<file path="config.mk">
export PLATFORM = sky130hd
export DESIGN_NAME = if_fetch_unit
export DESIGN_NICKNAME = d
export VERILOG_FILES = /design/src/rtl/mips_defs_pkg.sv /design/src/rtl/if_id_reg.sv /design/src/rtl/if_fetch_unit.sv
export SDC_FILE = /design/constraint.sdc
export NUM_CORES = 1
export LEC_CHECK = 0
export CORE_ASPECT_RATIO = 1.5
export CORE_MARGIN = 1.5
export CORE_UTILIZATION = 35
export DETAILED_ROUTE_END_ITERATION = 7
export HOLD_SLACK_MARGIN = 0.15
export MAX_ROUTING_LAYER = met4
export PLACE_DENSITY_LB_ADDON = 0.25
export SETUP_SLACK_MARGIN = 0.3
export SLEW_MARGIN = 10
export SYNTH_ARGS = -nofsm -noshare
export SYNTH_HDL_FRONTEND = slang
export SYNTH_SLANG_ARGS = --single-unit
</file>
<file path="constraint.sdc">
create_clock -name clk -period 3.3 [get_ports clk]
set_input_delay 0.33 -clock clk [delete_from_list [all_inputs] [get_ports clk]]
set_output_delay 0.33 -clock clk [all_outputs]
set_load 0.005 [all_outputs]
</file>
<file path="src/rtl/mips_defs_pkg.sv">
// Shared MIPS pipeline definitions: reset/handler vectors, exception codes, NOP word.
package mips_defs;

    localparam logic [31:0] RESET_PC   = 32'h0000_3000;
    localparam logic [31:0] HANDLER_PC = 32'h0000_4180;

    localparam logic [4:0] EXC_INT  = 5'd0;
    localparam logic [4:0] EXC_ADEL = 5'd4;
    localparam logic [4:0] EXC_ADES = 5'd5;
    localparam logic [4:0] EXC_RI   = 5'd10;
    localparam logic [4:0] EXC_OV   = 5'd12;

    localparam logic [31:0] NOP_WORD = 32'h0000_0000;

endpackage

</file>
<file path="src/rtl/if_id_reg.sv">
// IF/ID pipeline register with flush (highest after reset), load and hold controls.
module if_id_reg #(
    parameter logic [31:0] RESET_PC = mips_defs::RESET_PC
) (
    input  logic        clk,
    input  logic        reset,
    input  logic        flush,
    input  logic [31:0] flush_pc,
    input  logic        load,
    input  logic [31:0] d_pc,
    input  logic [31:0] d_instr,
    input  logic        d_valid,
    input  logic        d_exc,
    input  logic [4:0]  d_exccode,
    output logic [31:0] q_pc,
    output logic [31:0] q_instr,
    output logic        q_valid,
    output logic        q_exc,
    output logic [4:0]  q_exccode
);

    import mips_defs::*;

    // Register update: reset, then flush to a bubble, then load, else hold.
    always_ff @(posedge clk) begin
        if (reset) begin
            q_pc      <= RESET_PC;
            q_instr   <= NOP_WORD;
            q_valid   <= 1'b0;
            q_exc     <= 1'b0;
            q_exccode <= EXC_INT;
        end else if (flush) begin
            q_pc      <= flush_pc;
            q_instr   <= NOP_WORD;
            q_valid   <= 1'b0;
            q_exc     <= 1'b0;
            q_exccode <= EXC_INT;
        end else if (load) begin
            q_pc      <= d_pc;
            q_instr   <= d_instr;
            q_valid   <= d_valid;
            q_exc     <= d_exc;
            q_exccode <= d_exccode;
        end
    end

endmodule

</file>
<file path="src/rtl/if_fetch_unit.sv">
// Instruction-fetch unit: PC register, next-PC selection, AdEL detection, IF/ID capture.
// Optional performance counters are enabled with the FETCH_PERF_CNT_EN macro.
module if_fetch_unit #(
    parameter logic [31:0] RESET_PC   = mips_defs::RESET_PC,
    parameter logic [31:0] HANDLER_PC = mips_defs::HANDLER_PC,
    parameter logic [31:0] IM_BASE    = 32'h0000_3000,
    parameter int unsigned IM_WORDS   = 4096
) (
    input  logic        clk,
    input  logic        reset,
    input  logic        stall,
    input  logic        redirect_valid,
    input  logic [31:0] redirect_addr,
    input  logic        exc_req,
    input  logic        eret_req,
    input  logic [31:0] epc,
    output logic [31:0] im_addr,
    input  logic [31:0] im_rdata,
    output logic [31:0] if_pc,
    output logic [31:0] if_instr,
    output logic        if_valid,
    output logic        if_exc,
    output logic [4:0]  if_exccode
`ifdef FETCH_PERF_CNT_EN
    ,
    output logic [31:0] perf_fetch,
    output logic [31:0] perf_stall
`endif
);

    import mips_defs::*;

    localparam logic [31:0] IM_LAST = IM_BASE + 32'(4 * IM_WORDS) - 32'd4;

    logic [31:0] pc;
    logic [31:0] pc_next;
    logic        fetch_err;
    logic        flush;
    logic [31:0] flush_pc;
    logic        load;
    logic [31:0] fetch_instr;
    logic [4:0]  fetch_code;

    // Fetch address check: misaligned or outside the instruction memory window.
    always_comb begin
        fetch_err = (pc[1:0] != 2'b00) || (pc < IM_BASE) || (pc > IM_LAST);
    end

    // Next-PC priority: exception, ERET, stall hold, redirect, sequential.
    always_comb begin
        pc_next = pc + 32'd4;
        if (exc_req)
            pc_next = HANDLER_PC;
        else if (eret_req)
            pc_next = epc;
        else if (stall)
            pc_next = pc;
        else if (redirect_valid)
            pc_next = redirect_addr;
    end

    // IF/ID control and captured data; a faulting fetch drops the memory word.
    always_comb begin
        flush       = exc_req | eret_req;
        flush_pc    = exc_req ? HANDLER_PC : epc;
        load        = !stall;
        fetch_instr = fetch_err ? NOP_WORD : im_rdata;
        fetch_code  = fetch_err ? EXC_ADEL : EXC_INT;
    end

    // PC register.
    always_ff @(posedge clk) begin
        if (reset)
            pc <= RESET_PC;
        else
            pc <= pc_next;
    end

    assign im_addr = pc;

    if_id_reg #(
        .RESET_PC (RESET_PC)
    ) u_if_id (
        .clk       (clk),
        .reset     (reset),
        .flush     (flush),
        .flush_pc  (flush_pc),
        .load      (load),
        .d_pc      (pc),
        .d_instr   (fetch_instr),
        .d_valid   (1'b1),
        .d_exc     (fetch_err),
        .d_exccode (fetch_code),
        .q_pc      (if_pc),
        .q_instr   (if_instr),
        .q_valid   (if_valid),
        .q_exc     (if_exc),
        .q_exccode (if_exccode)
    );

`ifdef FETCH_PERF_CNT_EN
    // Counters: valid IF/ID loads and stall cycles not overridden by exc/ERET.
    always_ff @(posedge clk) begin
        if (reset) begin
            perf_fetch <= '0;
            perf_stall <= '0;
        end else begin
            if (!flush && load)
                perf_fetch <= perf_fetch + 32'd1;
            if (!flush && stall)
                perf_stall <= perf_stall + 32'd1;
        end
    end
`endif

endmodule

</file>
# == Yosys cells after proc, flatten, opt, wreduce, memory -nomap -nowiden ==
# Index checks and enable logic that the tools add are counted.
# word_totals
register_bits,103
mem_bits_rw,0
memories,0
rom_bits,0
wordCells,28
out_inout_bits,103
latch_bits,0
inputBits,102
# classes
div,0
eq_ne,3
order_cmp,2
n_reduce_logical,5
mux,9
add_sub_neg,1
shifts,0
n_mul,0
n_bitwise,1
# op_table
cell,count
$mux 32,7
$add 32x3->32 const B,1
$gt 32x15->1 const B,1
$lt 32x14->1 const B,1
$mux 15,1
$ne 2x1->1 const B,2
$reduce_or 2->1,2
$mux 3,1
$ne 3x1->1 const B,1
$logic_or 1x1->1,2
$reduce_bool 2->1,1
$or 1x1->1,1

# == Depth between registers and ports, before layout ==
# depth
word_depth,5
mapped_depth,8
mapped_depth_nobuf,6

# == Hierarchy ==
# A second synthesis with hierarchy kept.
# hier_totals
hier_cells,707
area_unflattened_um2,5843.1
# modules_own_cells
module,seq_area_each_um2,n_inst,cells_per_inst,area_per_inst_um2
if_fetch_unit,640.6,1,437,2930.3
if_id_reg,1421.4,1,270,2912.8

# == Worst setup path before layout ==
# No wires, ideal clock.
# synth_path
path_type,reg2reg
start,"register pc[2], in the netlist im_addr[2]"
end,"register pc[22], in the netlist im_addr[22]"
setup_slack_ps,1084
period_less_slack_ps,2216
setup_time_ps,60
stages_incl_launch_ff,8
required_ps,3240
path_buffers,1
t_arrival_ps,2155
cell_sequence,dfxtp_1 ha_1 nand4_2 or3_1 buf_2 or4_1 a21oi_1 o221a_1
# synth_between
elab_chain_len,4
# synth_rtl
element,line_no,source
from (decl),if_fetch_unit.sv:35,logic [31:0] pc;
from (signal assigned),if_fetch_unit.sv:76,pc <= pc_next;
$add 32x3->32,if_fetch_unit.sv:51,pc_next = pc + 32'd4;
$mux 32,if_fetch_unit.sv:58,else if (redirect_valid)
$mux 32,if_fetch_unit.sv:56,else if (stall)
$mux 32,if_fetch_unit.sv:54,else if (eret_req)
# No other way between the ends. The select of a mux whose other input is x is not followed.
# A chain may end at the register's enable or synchronous reset.

# == Worst setup path after layout ==
# layout_path
start,"register pc[2], in the netlist im_addr[2]"
end,"register pc[20], in the netlist im_addr[20]"
# The elaborated chain is that of the path after synthesis.

==> results.md <==
- Hold-fix buffers at CTS: 0
- Tightest Pin Transition: 0.928 ns
- Synth area leader: dfxtp_1
- Drt first pass iters: 7
- Total of max-cap violations: 0
- Synth Register Bits: 98
- Deepest clock path buffer count: 2
- Final hold slack: 0.448 ns
- Worst setup EP type: register
- Fraction of layout cells with a size suffix above 1: 6.28%
- Residual DRC: 18
- Global route total overflow: 0
- CTS buffer count: 9
- Clock Latency Late Sink: 0.34 ns
- Clock slew seen by the registers of the worst setup and hold paths: 0.07 ns
- Post_cts resized: 0
- Largest net degree at the start of global routing: 48
- Vias in the first global route: 5157
- Post-route insts no fill: 926
- Vias: 5157
- Crit path kind: register to register
- Detail Placement HPWL: 12.3 mm
- Synth Warn #: 0
- Clk pwr share: 37.3%
- Inserted Diodes: 0
- Synth Flop Type: dfxtp_1
- Status: finished, violations left
- Total global-route track usage: 23.3%
- Starting Density: 35.7%
- Syn-to-layout area delta: 49.5%
- Sequential power share: 45.5%
- Mapped Area: 4810 µm²
- Peak VDD IR: 0.233 mV
- Cells after synthesis: 588
- Busiest grt layer: met2
- Top Ports: 205
- Seq/Total Area, Yosys: 40.7%
- Worst-case clock skew: 0.0101 ns
- Final TNS setup: 0 ns
- Power per cell area: 392 nW/µm²
- Post-synth cell types: 59
- Violated checks: design-rule violations
- Synth cell count leaders: 98 x dfxtp_1, 63 x nor2_1, 60 x a21oi_1
- P_int: 2.09 mW
- Vias per std cell: 5.57
- Signal arrival time at the worst endpoint: 2.85 ns
- Ys async rst share: 0%
- Logic pwr share: 17.2%
- Die H: 147 µm
- Switch Pwr: 733 µW
- Final period util: 77.7%
- Die Wd: 98.8 µm
- Detail Route Antenna Nets: 0
- Min Tclk post-route: 2.56 ns
- Fillers: 1308
- Crit start category: register
- Final instance area: 7200 µm²
- Max-slew violation count: 0
- First-pass GRT wire length: 26.3 mm
- Avg Cell Area, Syn: 8.19 µm²
- GR Util met2: 40.8%
- Hold Fails Final Rpt: 0
- # rows: 52
- Die ar.: 14500 µm²
- Met3 Track Usage GR: 3.49%
- P_leak: 2.55 nW
- Worst min-delay path class: register to register
- Final WL: 16.8 mm
- H-Tree Depth: 3
- Sink Count: 98
- Gpl congestion: 0.875
- Placed Instances: 910
- Final net count: 862
- Wire per inst: 18.1 µm
- M1 GR Usage: 25.8%
- RSZ-0062 raised after global routing: false
- Number of enable flip-flop cells after synthesis: 0
- First DRT Iteration DRCs: 284
- # Post-CTS Setup Buffers: 0
- # setup viols final: 0
- Initial antenna violation count: 0
- Std-Cell Core Area: 13500 µm²
- Port Buffers: 200
- Synth top area share: 40.7%
- Worst Path Max Fanout: 10
- Power after layout: 2.82 mW
- CP required: 3.59 ns
- Placed cell area: 6900 µm²
- Sw Ratio: 26.0%
- Fmax: 390 MHz
- TritonCTS clock tree: built
- Worst slew margin: 37.5%
- Cell with the most instances after synthesis: dfxtp_1
- Synth area leaders: dfxtp_1 41%, mux2i_1 6.4%, a21oi_1 6.2%
- Clk Tree Root Cell: clkbuf_16
## cell usage in the layout, fill, tap and decap left out, types with 3 or more instances in the layout
cell type        instances
mux2i_1                 31
nor3_1                   9
inv_1                    8
nand2b_1                 4
or4_1                    6
a31oi_1                  5
clkdlybuf4s50_1        199
dfxtp_1                 98
nand2_1                 49
a31o_2                   3
buf_4                   15
o21ai_0                 30
nand3_1                 11
a221o_1                  3
clkbuf_16                9
or2_2                    3
a221oi_1                 3
o22ai_1                  4
nand4_1                  6
nor4_1                  13
o211ai_1                 5
nor2b_1                 10
o21a_1                   5
nor2_1                  62
a22oi_1                 32
xor2_1                   3
conb_1                   4
a211oi_1                19
o221a_1                  3
o31ai_1                  6
a21oi_1                 60
## critical path, cell delays in order (launching register included)
cell	delay, ns
dfxtp_1	0.48
ha_1	0.29
nand4_2	0.24
or3_1	0.60
or4_1	0.53
a21oi_1	0.19
o221a_1	0.19
## per-layer routing
layer  vias to the layer above  wire [µm]
met1                      2400       6380
met2                       222       8730
met3                        30       1200
met5                         -          0
met4                         0        438
li1                       2505          -
## area by class of cell
cell class	count	area [µm²]	area share, %
Clock buffer	10	229	3.18
Tap cell	162	203	2.82
Clock inverter	6	65.1	0.904
Timing Repair Buffer	214	2100	29.2
Multi-Input combinational cell	426	2590	36.1
Inverter	10	37.5	0.522
Sequential cell	98	1960	27.3
## final timing paths
path / endpoint / cells past startpoint / slack (ns) / start
max: im_addr[20] / 6 / 0.74 / im_addr[2]
min: u_if_id.q_valid / 2 / 0.45 / u_if_id.q_valid
max reg2reg: im_addr[20] / 6 / 0.74 / im_addr[2]
min reg2reg: u_if_id.q_valid / 2 / 0.45 / u_if_id.q_valid
## state kept, by name, summed over array words and instances, names as in the netlist, named ones only
name and count:
u_if_id.q_instr 32, u_if_id.q_valid 1, im_addr 30, u_if_id.q_pc 32
u_if_id.q_exccode 1
## cell families after synthesis
group | after synthesis | share of synthesized area, %
flops | 98 | 40.7
buf+inv | 67 | 5.74
fa+ha+maj | 1 | 0.260
simple gates | 185 | 18.3
mux | 33 | 6.91
compound gates | 198 | 27.0
xor+xnor | 5 | 0.910
other cells | 1 | 0.0779
## per-stage QoR
| stage | setup WS [ns] | utilization (%) |
|---|---|---|
| floorplan | 1.08 | - |
| finish | 0.737 | 53.4 |
| detailed placement | 0.759 | 51.2 |
| CTS | 0.720 | 53.4 |
| global placement | 0.850 | 51.2 |
| global route | 0.586 | 53.4 |
## power groups by stage
stage,combinational [mW],sequential [mW],clock [mW]
final,0.485,1.28,1.05
after global routing,0.524,1.29,1.12
after CTS,0.486,1.28,1.08
after detailed placement,0.482,1.31,0
after global placement,0.479,1.31,0
after floorplan,0.222,1.29,0
(Power assumes the default switching activity.)
